<file path="config.mk">
export PLATFORM = sky130hd
export DESIGN_NAME = rv_mem_arb
export DESIGN_NICKNAME = d
export VERILOG_FILES = /design/src/rtl/rv_mem_arb.sv
export SDC_FILE = /design/constraint.sdc
export NUM_CORES = 1
export LEC_CHECK = 0
export CORE_MARGIN = 2
export CORE_UTILIZATION = 40
export DETAILED_ROUTE_END_ITERATION = 7
export GPL_TIMING_DRIVEN = 1
export PLACE_DENSITY_LB_ADDON = 0.08
export SLEW_MARGIN = 20
export SYNTH_ARGS = -nofsm -noshare
export SYNTH_HDL_FRONTEND = slang
export SYNTH_SLANG_ARGS = --single-unit
</file>
<file path="constraint.sdc">
create_clock -name clk -period 3.9 [get_ports clk]
set_input_delay 0.78 -clock clk [delete_from_list [all_inputs] [get_ports clk]]
set_output_delay 0.78 -clock clk [all_outputs]
set_load 0.05 [all_outputs]
</file>
<file path="src/rtl/rv_mem_arb.sv">
// Two-requester arbiter that shares one single-port, variable-latency memory
// between the instruction-fetch port and the data port of the multicycle core.
module rv_mem_arb #(
  parameter int DPWIDTH = 32,
  parameter int TIMEOUT = 64,
  parameter int CNTW    = 8
) (
  input  logic               clk,
  input  logic               rst,
  input  logic               i_req,
  input  logic [DPWIDTH-1:0] i_addr,
  output logic               i_ack,
  input  logic               d_req,
  input  logic               d_we,
  input  logic [DPWIDTH-1:0] d_addr,
  input  logic [DPWIDTH-1:0] d_wdata,
  output logic               d_ack,
  output logic [DPWIDTH-1:0] rdata,
  output logic               err,
  output logic               m_req,
  output logic               m_we,
  output logic [DPWIDTH-1:0] m_addr,
  output logic [DPWIDTH-1:0] m_wdata,
  input  logic [DPWIDTH-1:0] m_rdata,
  input  logic               m_ack
);

  typedef enum logic [1:0] {IDLE, BUSY, RESP} state_t;

  localparam int TLIM = (TIMEOUT > 0) ? TIMEOUT - 1 : 0;
  localparam logic [CNTW-1:0] TMAX    = TLIM[CNTW-1:0];
  localparam logic [CNTW-1:0] CNT_ONE = {{(CNTW-1){1'b0}}, 1'b1};

  state_t             state, state_nxt;
  logic               owner_d;
  logic               last_d;
  logic               lat_we;
  logic [DPWIDTH-1:0] lat_addr;
  logic [DPWIDTH-1:0] lat_wdata;
  logic [CNTW-1:0]    cnt;
  logic               any_req;
  logic               grant_d;
  logic               timeout_hit;

  // Under contention the port that did not win last time gets the grant.
  assign any_req     = i_req | d_req;
  assign grant_d     = d_req & ~(i_req & last_d);
  assign timeout_hit = (TIMEOUT != 0) && (cnt == TMAX);

  always_comb begin
    state_nxt = state;
    case (state)
      IDLE:    if (any_req) state_nxt = BUSY;
      BUSY:    if (m_ack || timeout_hit) state_nxt = RESP;
      RESP:    state_nxt = IDLE;
      default: state_nxt = IDLE;
    endcase
  end

  // m_ack is tested before the timeout so a late completion is never reported as an error.
  always_ff @(posedge clk) begin
    if (!rst) begin
      state     <= IDLE;
      owner_d   <= 1'b0;
      last_d    <= 1'b1;
      lat_we    <= 1'b0;
      lat_addr  <= '0;
      lat_wdata <= '0;
      cnt       <= '0;
      rdata     <= '0;
      err       <= 1'b0;
    end else begin
      state <= state_nxt;
      case (state)
        IDLE: begin
          if (any_req) begin
            owner_d   <= grant_d;
            last_d    <= grant_d;
            lat_we    <= grant_d & d_we;
            lat_addr  <= grant_d ? d_addr : i_addr;
            lat_wdata <= grant_d ? d_wdata : '0;
            cnt       <= '0;
          end
        end
        BUSY: begin
          if (m_ack) begin
            rdata <= lat_we ? '0 : m_rdata;
            err   <= 1'b0;
          end else if (timeout_hit) begin
            rdata <= '0;
            err   <= 1'b1;
          end else begin
            cnt <= cnt + CNT_ONE;
          end
        end
        default: ;
      endcase
    end
  end

  assign m_req   = (state == BUSY);
  assign m_we    = m_req & lat_we;
  assign m_addr  = m_req ? lat_addr : '0;
  assign m_wdata = m_req ? lat_wdata : '0;
  assign i_ack   = (state == RESP) & ~owner_d;
  assign d_ack   = (state == RESP) & owner_d;

endmodule

</file>
* Word-level counts from Yosys, hierarchy flattened
Index checks and enable logic that the tools add are counted.
** Operators by class
- $add $sub $neg :: 1
- Equality and inequality tests :: 7
- Multiplexer cells :: 16
- Bitwise operators :: 9
- Reduce and logical (&&, ||, !) cells :: 8
** Operators by type and width (number)
- $mux 32 :: 7
- $mux 8 :: 3
- $pmux 8 s2 :: 1
- $add 8x1->8 const B :: 1
- $eq 8x6->1 const B :: 1
- $and 1x1->1 :: 6
- $ne 2x2->1 const B :: 3
- $reduce_and 2->1 :: 3
- $mux 2 :: 2
- $pmux 2 s2 :: 1
- $reduce_and 4->1 :: 1
- $reduce_bool 2->1 :: 2
- $eq 2x1->1 const B :: 1
- $eq 2x2->1 const B :: 1
- $logic_not 2->1 :: 1
- $mux 1 :: 2
- $ne 2x1->1 const B :: 1
- $not 1->1 :: 2
- $logic_or 1x1->1 :: 1
- $or 1x1->1 :: 1
** Storage, ports and cells
- Register bits :: 110
- Input port bits :: 134

* Longest topological paths before layout
Gate-level depths: netlist of run 1.
- Depth in word-level cells :: 4
- Depth in mapped cells :: 7

* Worst setup path after synthesis of run 1
Ideal clock, no wire load.
- Path kind :: register -> output
- Start point :: register state[1]
- End point :: output m_wdata[22]
- Required time :: 3.120 ns
- Data arrival time :: 1.857 ns
- Stages on the path, launching flop included :: 6
- Buffers on the path :: 2
- Path slack :: 1.263 ns
- Cells stage by stage :: dfxtp_1 > nand2b_1 > clkbuf_1 > inv_1 > clkbuf_1 > and2_1
** On the way
- Word-level cells in the longest chain between the ends :: 2
** Ends and longest elaborated chain
- start, declared :: line 34 : state_t state, state_nxt;
- start signal, assigned :: line 73 : state <= state_nxt;
- $eq 2x1->1 :: line 101 : assign m_req = (state == BUSY);
- net m_req :: line 20 : output logic m_req,
- $mux 32 :: line 104 : assign m_wdata = m_req ? lat_wdata : '0;
- end, declared :: line 23 : output logic [DPWIDTH-1:0] m_wdata,
The timed path passes the listed nets, and every way through them passes these cells.

* Worst setup path in the final report of run 1
- Start point :: register state[0]
- End point :: output m_we
** On the way
- Word-level cells in the longest chain between the ends :: 2
** Ends and longest elaborated chain
- $eq 2x1->1 :: line 101
- $and 1x1->1 :: line 102 : assign m_we = m_req & lat_we;
- end, declared :: line 21 : output logic m_we,
No other way between the ends.

==> results of run 1 <==
-- worst min path at each step --
stage | slack [ns] | depth (start not counted) | to | start
final | 0.48 | 2 | rdata[28] | rdata[28]
after global routing | 0.50 | 2 | rdata[29] | rdata[29]
after CTS | 0.48 | 2 | rdata[19] | rdata[19]
after detailed placement | 0.47 | 2 | rdata[28] | rdata[28]
after global placement | 0.46 | 2 | rdata[8] | rdata[8]
after floorplan | 0.43 | 2 | last_d | last_d
-- cells in the final DEF (no fill, tap or decap), types with 3 or more instances in the layout --
master           instances
o21ai_0                 33
a21oi_1                 38
clkbuf_1                 3
a211oi_1                33
nand3_1                 10
a31oi_1                  4
nand2_1                 37
and2_1                  66
nor2_1                  70
clkbuf_16                9
a22oi_1                 33
dfxtp_1                110
mux2i_1                 32
clkdlybuf4s50_1        181
nand3b_1                 3
buf_4                   67
-- final cells by class --
| cell class | count | area, um2 |
|---|---|---|
| Tap cell | 143 | 179 |
| Clock inverter | 1 | 5.00 |
| Inverter | 2 | 8.76 |
| Sequential cell | 110 | 2200 |
| Clock buffer | 14 | 264 |
| Fill cell | 1023 | 4150 |
| Timing Repair Buffer | 248 | 2310 |
| Multi-Input combinational cell | 384 | 2290 |
-- logic make-up (layout without fill, tap and decap cells) --
| family | count (synthesis) | count (layout) | synth area share, % |
|---|---|---|---|
| simple gates | 199 | 199 | 21.0 |
| compound gates | 152 | 152 | 20.5 |
| flops | 110 | 110 | 47.1 |
| buf+inv | 50 | 265 | 4.23 |
| mux | 32 | 32 | 6.86 |
| fa+ha+maj | 1 | 1 | 0.268 |
-- where the power goes --
part | total (mW) | internal [mW] | switching, mW | leakage (nW)
Combinational | 0.659 | 0.285 | 0.374 | 1.80
Clock | 0.850 | 0.465 | 0.385 | 0.133
Sequential | 1.24 | 1.20 | 0.0363 | 0.901
-- layer usage --
layer / up-vias / track usage (%)
met5: - / 0
li1: 2318 / -
met4: 0 / 6.50
met1: 2140 / 24.1
met3: 15 / 6.26
met2: 162 / 37.9
-- flip-flops by register name (all words and copies together) (netlist names) --
signal     cells
rdata         32
last_d         1
lat_we         1
cnt            8
err            1
lat_wdata     32
lat_addr      32
state          2
owner_d        1
-- per-stage QoR --
| step | total power, mW | cell area (um2) | utilization (%) | instances | worst slack (ns) |
|---|---|---|---|---|---|
| global placement | 1.91 | 7000 | 61.3 | 887 | 1.20 |
| detailed placement | 1.93 | 7000 | 61.3 | 887 | 1.12 |
| floorplan | 1.64 | 4670 | - | 544 | 1.26 |
| global route | 2.88 | 7270 | 63.6 | 902 | 0.647 |
| CTS | 2.78 | 7270 | 63.6 | 902 | 0.782 |
| finish | 2.74 | 7270 | 63.6 | 902 | 0.818 |
-- critical path, cell delays in order, from the launching register on --
cell	delay, ns
dfxtp_1	0.41
nand2b_1	0.10
inv_1	0.41
and2_1	0.23
clkdlybuf4s50_1	0.81
==> run_results.csv, run 1 <==
group,metric,value,unit
hold_path,hp-class,"register to register",
setup_path,crit_end,"m_we",
synth,syn_inst,544,
synth,synth_warnings,0,
clock_network,cts_sinks,110,
detailed_routing,wl_met3,1.02,mm
grt,grt_max_degree,45,
detailed_routing,wl,13.4,mm
timing,hold_viol,0,
synth,seq_area_frac_synth,47.1,%
synth,mappedNetlistArea,4670,um2
flow_run,cap_violations,0,
clock_network,cts_setup_buffers,0,
clock_network,clockBufferDepth,2,
timing,fin_crit_sh,79.0,%
synth,synthTopCellsByCount,"dfxtp_1, nor2_1, and2_1",
clock_network,root_buffer,"clkbuf_16",
placement,finalWeightedCongestion,0.804,
detailed_routing,met2WireLength,6.82,mm
clock_network,cts_resized,0,
setup_path,r2r-end,"cnt[7]",
synth,synth_area_leaders,"dfxtp_1, and2_1, mux2i_1",
synth,yosys_most_used_dff,"dfxtp_1",
placement,dp_hpwl,9.67,mm
layout,area_growth,55.6,%
synth,synth_largest_area_cell,"dfxtp_1",
detailed_routing,wl_per_cell,14.8,um
synth,synth_nets,679,
synth,synth_cell_types,37,
synth,async_reset_ff_share,0,%
grt,grt_pass1_wl,21.8,mm
timing,skew,0.00520,ns
clock_network,clkTransAtPathRegs,0.07,ns
timing,rsz0062_at_grt,"false",
timing,slew_viol_final,0,
timing,fin_hold_ws,0.476,ns
timing,fmax,324,MHz
timing,slew_headroom,40.9,%
clock_network,clock_latency,0.34,ns
clock_network,numCtsBuffers,9,
detailed_routing,route.detailed.drc,0,
timing,finalSetupViolCount,0,
floorplanning,die_h,112,um
synth,synth_top_area_share,47.1,%
setup_path,rrSetupSlack,1.96,ns
setup_path,crit_type,"register to output pin",
grt,first_global_vias,4576,
floorplanning,io_pins,235,
grt,grt.total_usage,21.0,%
placement,io_buffer_count,234,
synth,syn_avg_cell_area,8.59,um2
setup_path,crit_path_start_kind,"register",
setup_path,critPathLaunch,"state[0]",
floorplanning,fp-row-count,39,
detailed_routing,drtIter0Drc,234,
timing,fin_tns_setup,0,ns
setup_path,path_max_fanout,19,
detailed_routing,met1Wirelength,5.31,mm
floorplanning,start_util,40.9,%
power_and_ir_drop,p_per_area,378,nW/um2
detailed_routing,dr_total_vias,4635,
setup_path,r2r_start,"cnt[0]",
layout,diodes,0,
layout,layout-drive-gt1-share,11.3,%
floorplanning,dieWidth,112,um
timing,min_period,3.08,ns
layout,finalNetCount,890,
clock_network,cts_tree,"built",
floorplanning,die_area,12600,um2
synth,yosysMostFrequentCell,"dfxtp_1",
power_and_ir_drop,leakage,2.83,nW
setup_path,crit_required,3.12,ns
synth,synth_edf_count,0,
detailed_routing,postRouteAntennaNets,0,
timing,worst_pin_slew,0.886,ns
clock_network,htree_levels,3,
floorplanning,core,11400,um2
setup_path,reg2regPathDepth,5,
grt,antenna_found_initial,0,
synth,ys_seq_elements,110,
detailed_routing,drt_first_pass_iters,4,
setup_path,cp.arrival,2.30,ns
detailed_routing,routed_via_density,5.14,
status,status,"completed",
power_and_ir_drop,worst_ir_drop_vdd,276,uV
grt,grt-ovfl-total,0,
clock_network,ctsHoldBuffers,0,
setup_path,crit_path_end_kind,"output pin",
detailed_routing,highest_layer,"met4",
Power figures use the tool's default switching activity.
==> run 2: changes to the inputs <==
==> constraint.sdc (replaced) <==
create_clock -name clk -period 3.05 [get_ports clk]
set_input_delay 0.61 -clock clk [delete_from_list [all_inputs] [get_ports clk]]
set_output_delay 0.61 -clock clk [all_outputs]
set_load 0.05 [all_outputs]
==> run 2 against run 1 <==
  * Sequential power rose by 27%
  * Critical endpoint is now m_wdata[25]
  * Cell area increased by 0.62%
  * Register-to-register slack got worse by 1.0 ns
  * Utilization increased by 0.39 points
  * Power rose by 34%
  * Worst hold slack got worse by 0.0014 ns
==> run_results.csv, run 2 (synthesis gave the netlist of run 1 again) <==
group,metric,value,unit
setup_path,r2r_start,"cnt[0]",
placement,dpl.cell_count,887,
floorplanning,io_pins,235,
setup_path,crit_path_end_kind,"output pin",
layout,finalNetCount,890,
layout,diodes,0,
power_and_ir_drop,worst_ir_drop_vdd,380,uV
clock_network,numCtsBuffers,9,
detailed_routing,routed_via_density,5.13,
timing,hold_viol,0,
clock_network,cts_sinks,110,
placement,place_area,6990,um2
setup_path,crit_path_start_kind,"register",
timing,min_period,2.50,ns
placement,io_buffer_count,234,
layout,final_cells,903,
floorplanning,core,11400,um2
layout,area_growth,56.5,%
setup_path,crit_type,"register to output pin",
status,status,"completed",
floorplanning,die_area,12600,um2
detailed_routing,wl,13.4,mm
clock_network,ctsHoldBuffers,0,
setup_path,cp.arrival,1.89,ns
clock_network,root_buffer,"clkbuf_16",
clock_network,cts_tree,"built",
power_and_ir_drop,p_per_area,504,nW/um2
setup_path,critPathLaunch,"state[0]",
hold_path,hp-class,"register to register",
grt,grt_max_degree,71,
clock_network,cts_setup_buffers,0,
detailed_routing,route.detailed.drc,0,
timing,slew_headroom,57.4,%
timing,worst_pin_slew,0.639,ns
timing,fin_tns_setup,0,ns
grt,grt_pass1_wl,22.0,mm
detailed_routing,drt_first_pass_iters,4,
layout,fillers,983,
detailed_routing,wl_per_cell,14.8,um
clock_network,htree_levels,3,
layout,layout_commonest_cell,"clkdlybuf4s50_1",
flow_run,cap_violations,0,
timing,slew_viol_final,0,
placement,dp_hpwl,9.56,mm
hold_path,hold_path_startpoint,"rdata[7]",
clock_network,cts_resized,0,
clock_network,clock_latency,0.34,ns
floorplanning,dieWidth,112,um
floorplanning,fp-row-count,39,
floorplanning,start_util,40.9,%
grt,grt-ovfl-total,0,
timing,fmax,400,MHz
floorplanning,die_h,112,um
detailed_routing,drtIter0Drc,231,
setup_path,crit_required,2.44,ns
placement,finalWeightedCongestion,0.819,
layout,reg.largest.list,"lat_addr x32, lat_wdata x32, rdata x32",
power_and_ir_drop,leakage,2.89,nW
setup_path,path_max_fanout,70,
detailed_routing,postRouteAntennaNets,0,
clock_network,clkTransAtPathRegs,0.07,ns
detailed_routing,dr_total_vias,4636,
grt,first_global_vias,4525,
grt,grt.total_usage,21.1,%
layout,final_cell_mix,"clkdlybuf4s50_1, dfxtp_1, buf_4",
layout,final_area,7310,um2
timing,rsz0062_at_grt,"false",
timing,skew,0.00382,ns
clock_network,clockBufferDepth,2,
layout,layout-drive-gt1-share,13.6,%
timing,finalSetupViolCount,0,
setup_path,rrSetupSlack,0.94,ns
timing,fin_crit_sh,81.9,%
grt,antenna_found_initial,0,
[run 2: changes by cell type in the layout (fill, tap and decap cells not counted), sizes merged]
| cell | before | now |
|---|---|---|
| buf | 67 | 80 |
| clkdlybuf4s50 | 181 | 168 |
| clkinv | 2 | 4 |
| clkbuf | 14 | 9 |
| inv | 1 | 3 |
| bufinv | 0 | 2 |
[run 2: cell type report]
cell class	count	area, um2	area share, %
flip-flops and latches	110	2200	30.1
clock buffers	9	225	3.08
well taps	143	179	2.45
inverters	2	8.76	0.120
multi-input cells	384	2290	31.4
clock inverters	7	96.3	1.32
repair buffers	248	2310	31.6
[run 2: worst paths after layout]
check                              endpoint  cells after the start
worst max-delay path            m_wdata[25]                      5
worst min register to register     rdata[7]                      2
worst max register to register    rdata[21]                      6
worst min-delay path               rdata[7]                      2
[run 2: critical path: stages, from the launching register on]
cell	delay (ns)
dfxtp_1	0.46
nand2b_1	0.10
inv_1	0.06
buf_4	0.46
and2_1	0.22
buf_4	0.20
[run 2: routing by layer]
layer | share of wire [%] | track usage [%]
met4 | 1.2 | 5.93
met3 | 7.5 | 6.16
met5 | 0 | 0
met1 | 40 | 24.7
met2 | 51 | 37.8
[run 2: through the flow]
stage	hold WS (ns)	power (mW)	setup slack [ns]	utilization (%)
finish	0.475	3.68	0.553	64.0
global route	0.494	3.86	0.435	64.0
CTS	0.478	3.73	0.546	64.0
detailed placement	0.467	2.46	0.512	61.2
global placement	0.459	2.45	0.551	61.2
floorplan	0.431	2.10	0.583	-
[run 2: where the power goes]
group	internal, mW	switching, mW	total, mW
logic	0.366	0.478	0.844
registers	1.53	0.0473	1.58
clock network	0.724	0.534	1.26
total	2.62	1.06	3.68
==> run 3: changes to the inputs <==
==> constraint.sdc (replaced) <==
create_clock -name clk -period 2.3 [get_ports clk]
set_input_delay 0.46 -clock clk [delete_from_list [all_inputs] [get_ports clk]]
set_output_delay 0.46 -clock clk [all_outputs]
set_load 0.05 [all_outputs]
==> run 3 against run 2 <==
  * Clock skew up 0.0094 ns
  * Via count up 1.7%
  * Critical endpoint is now m_wdata[11]
  * Global-route usage down 0.14 points
  * Cell count up 0.66%
  * Utilization up 0.65 points
  * Largest power group unchanged
==> run_results.csv, run 3 (synthesis gave the netlist of run 1 again) <==
group,metric,value,unit
clock_network,cts_setup_buffers,0,
clock_network,clock_latency,0.34,ns
clock_network,ctsHoldBuffers,0,
layout,diodes,0,
layout,layout_commonest_cell,"clkdlybuf4s50_1",
grt,antenna_found_initial,0,
layout,area_growth,58.1,%
detailed_routing,dr_total_vias,4714,
setup_path,cp.arrival,1.67,ns
placement,place_worst_setup_slack,0.140,ns
setup_path,crit_required,1.84,ns
timing,slew_viol_final,0,
detailed_routing,wl_met3,1.04,mm
timing,fin_ws,0.173,ns
grt,grt-ovfl-total,0,
layout,fin_util,64.7,%
clock_network,numCtsBuffers,9,
layout,final_cell_mix,"clkdlybuf4s50_1, dfxtp_1, buf_4",
detailed_routing,wl_per_cell,14.8,um
detailed_routing,drtIter0Drc,219,
timing,skew,0.0132,ns
timing,fin_hold_ws,0.475,ns
power_and_ir_drop,worst_ir_drop_vdd,489,uV
layout,finalNetCount,896,
floorplanning,die_area,12600,um2
grt,grt_pass1_wl,22.0,mm
setup_path,crit_type,"register to output pin",
floorplanning,io_pins,235,
grt,grt.total_usage,21.0,%
timing,slew_headroom,64.4,%
detailed_routing,wl,13.5,mm
placement,dp_hpwl,9.75,mm
clock_network,clkTransAtPathRegs,0.07,ns
layout,layout-drive-gt1-share,14.5,%
setup_path,crit_path_end_kind,"output pin",
detailed_routing,postRouteAntennaNets,0,
grt,grt_max_degree,43,
setup_path,path_max_fanout,41,
power_and_ir_drop,leakage,2.93,nW
detailed_routing,routed_via_density,5.19,
timing,worst_pin_slew,0.532,ns
clock_network,htree_levels,3,
timing,min_period,2.13,ns
timing,fin_tns_setup,0,ns
timing,fin_crit_sh,92.5,%
floorplanning,core,11400,um2
setup_path,crit_path_start_kind,"register",
floorplanning,dieWidth,112,um
floorplanning,fp-row-count,39,
floorplanning,die_h,112,um
hold_path,hp-class,"register to register",
detailed_routing,route.detailed.drc,0,
status,status,"completed",
timing,hold_viol,0,
clock_network,clockBufferDepth,2,
placement,io_buffer_count,234,
timing,finalSetupViolCount,0,
power_and_ir_drop,p_per_area,659,nW/um2
floorplanning,start_util,40.9,%
grt,first_global_vias,4616,
clock_network,cts_sinks,110,
detailed_routing,met1Wirelength,5.58,mm
timing,rsz0062_at_grt,"false",
detailed_routing,drt_first_pass_iters,4,
detailed_routing,met2WireLength,6.58,mm
layout,reg.largest.list,"lat_addr x32, lat_wdata x32, rdata x32",
detailed_routing,highest_layer,"met4",
clock_network,root_buffer,"clkbuf_16",
placement,finalWeightedCongestion,0.811,
power_and_ir_drop,total_power,4.87,mW
clock_network,cts_tree,"built",
flow_run,cap_violations,0,
timing,fmax,470,MHz
clock_network,cts_resized,0,
run 3: changes by cell type in the layout (fill, tap and decap cells not counted), sizes merged:
cell           before  now
buf                80   88
clkbuf              9   11
inv                 3    2
clkdlybuf4s50     168  166
bufinv              2    1
run 3: path summary, 6_finish.rpt:
check / from / end / slack, ns / depth (start not counted)
min reg2reg: rdata[30] / rdata[30] / 0.47 / 2
max: state[0] / m_wdata[11] / 0.17 / 5
max reg2reg: cnt[0] / cnt[7] / 0.50 / 5
min: rdata[30] / rdata[30] / 0.47 / 2
run 3: metrics by stage:
stage	cells	instance area [um2]
finish	909	7390
detailed placement	893	7070
global placement	893	7070
floorplan	544	4670
CTS	909	7390
global route	909	7390
run 3: cell type report:
cell class              instances  area, um2
well taps                     143        179
fillers                      1019       4030
multi-input cells             384       2290
flip-flops and latches        110       2200
clock inverters                 5       65.1
clock buffers                  11        253
inverters                       2       8.76
repair buffers                254       2380
run 3: layer usage:
| layer | track usage (%) | vias up |
|---|---|---|
| met5 | 0 | - |
| met4 | 6.75 | 0 |
| met3 | 6.80 | 21 |
| met2 | 36.8 | 171 |
| met1 | 24.3 | 2195 |
| li1 | - | 2327 |
run 3: critical path, stage by stage, from the launching register on:
cell	delay (ns)
dfxtp_1	0.44
nand2b_1	0.10
inv_1	0.08
buf_4	0.31
and2_1	0.19
buf_4	0.20
run 3: power by group:
group	switching, mW	internal, mW
logic	0.643	0.508
registers	0.0612	2.03
clock network	0.707	0.914
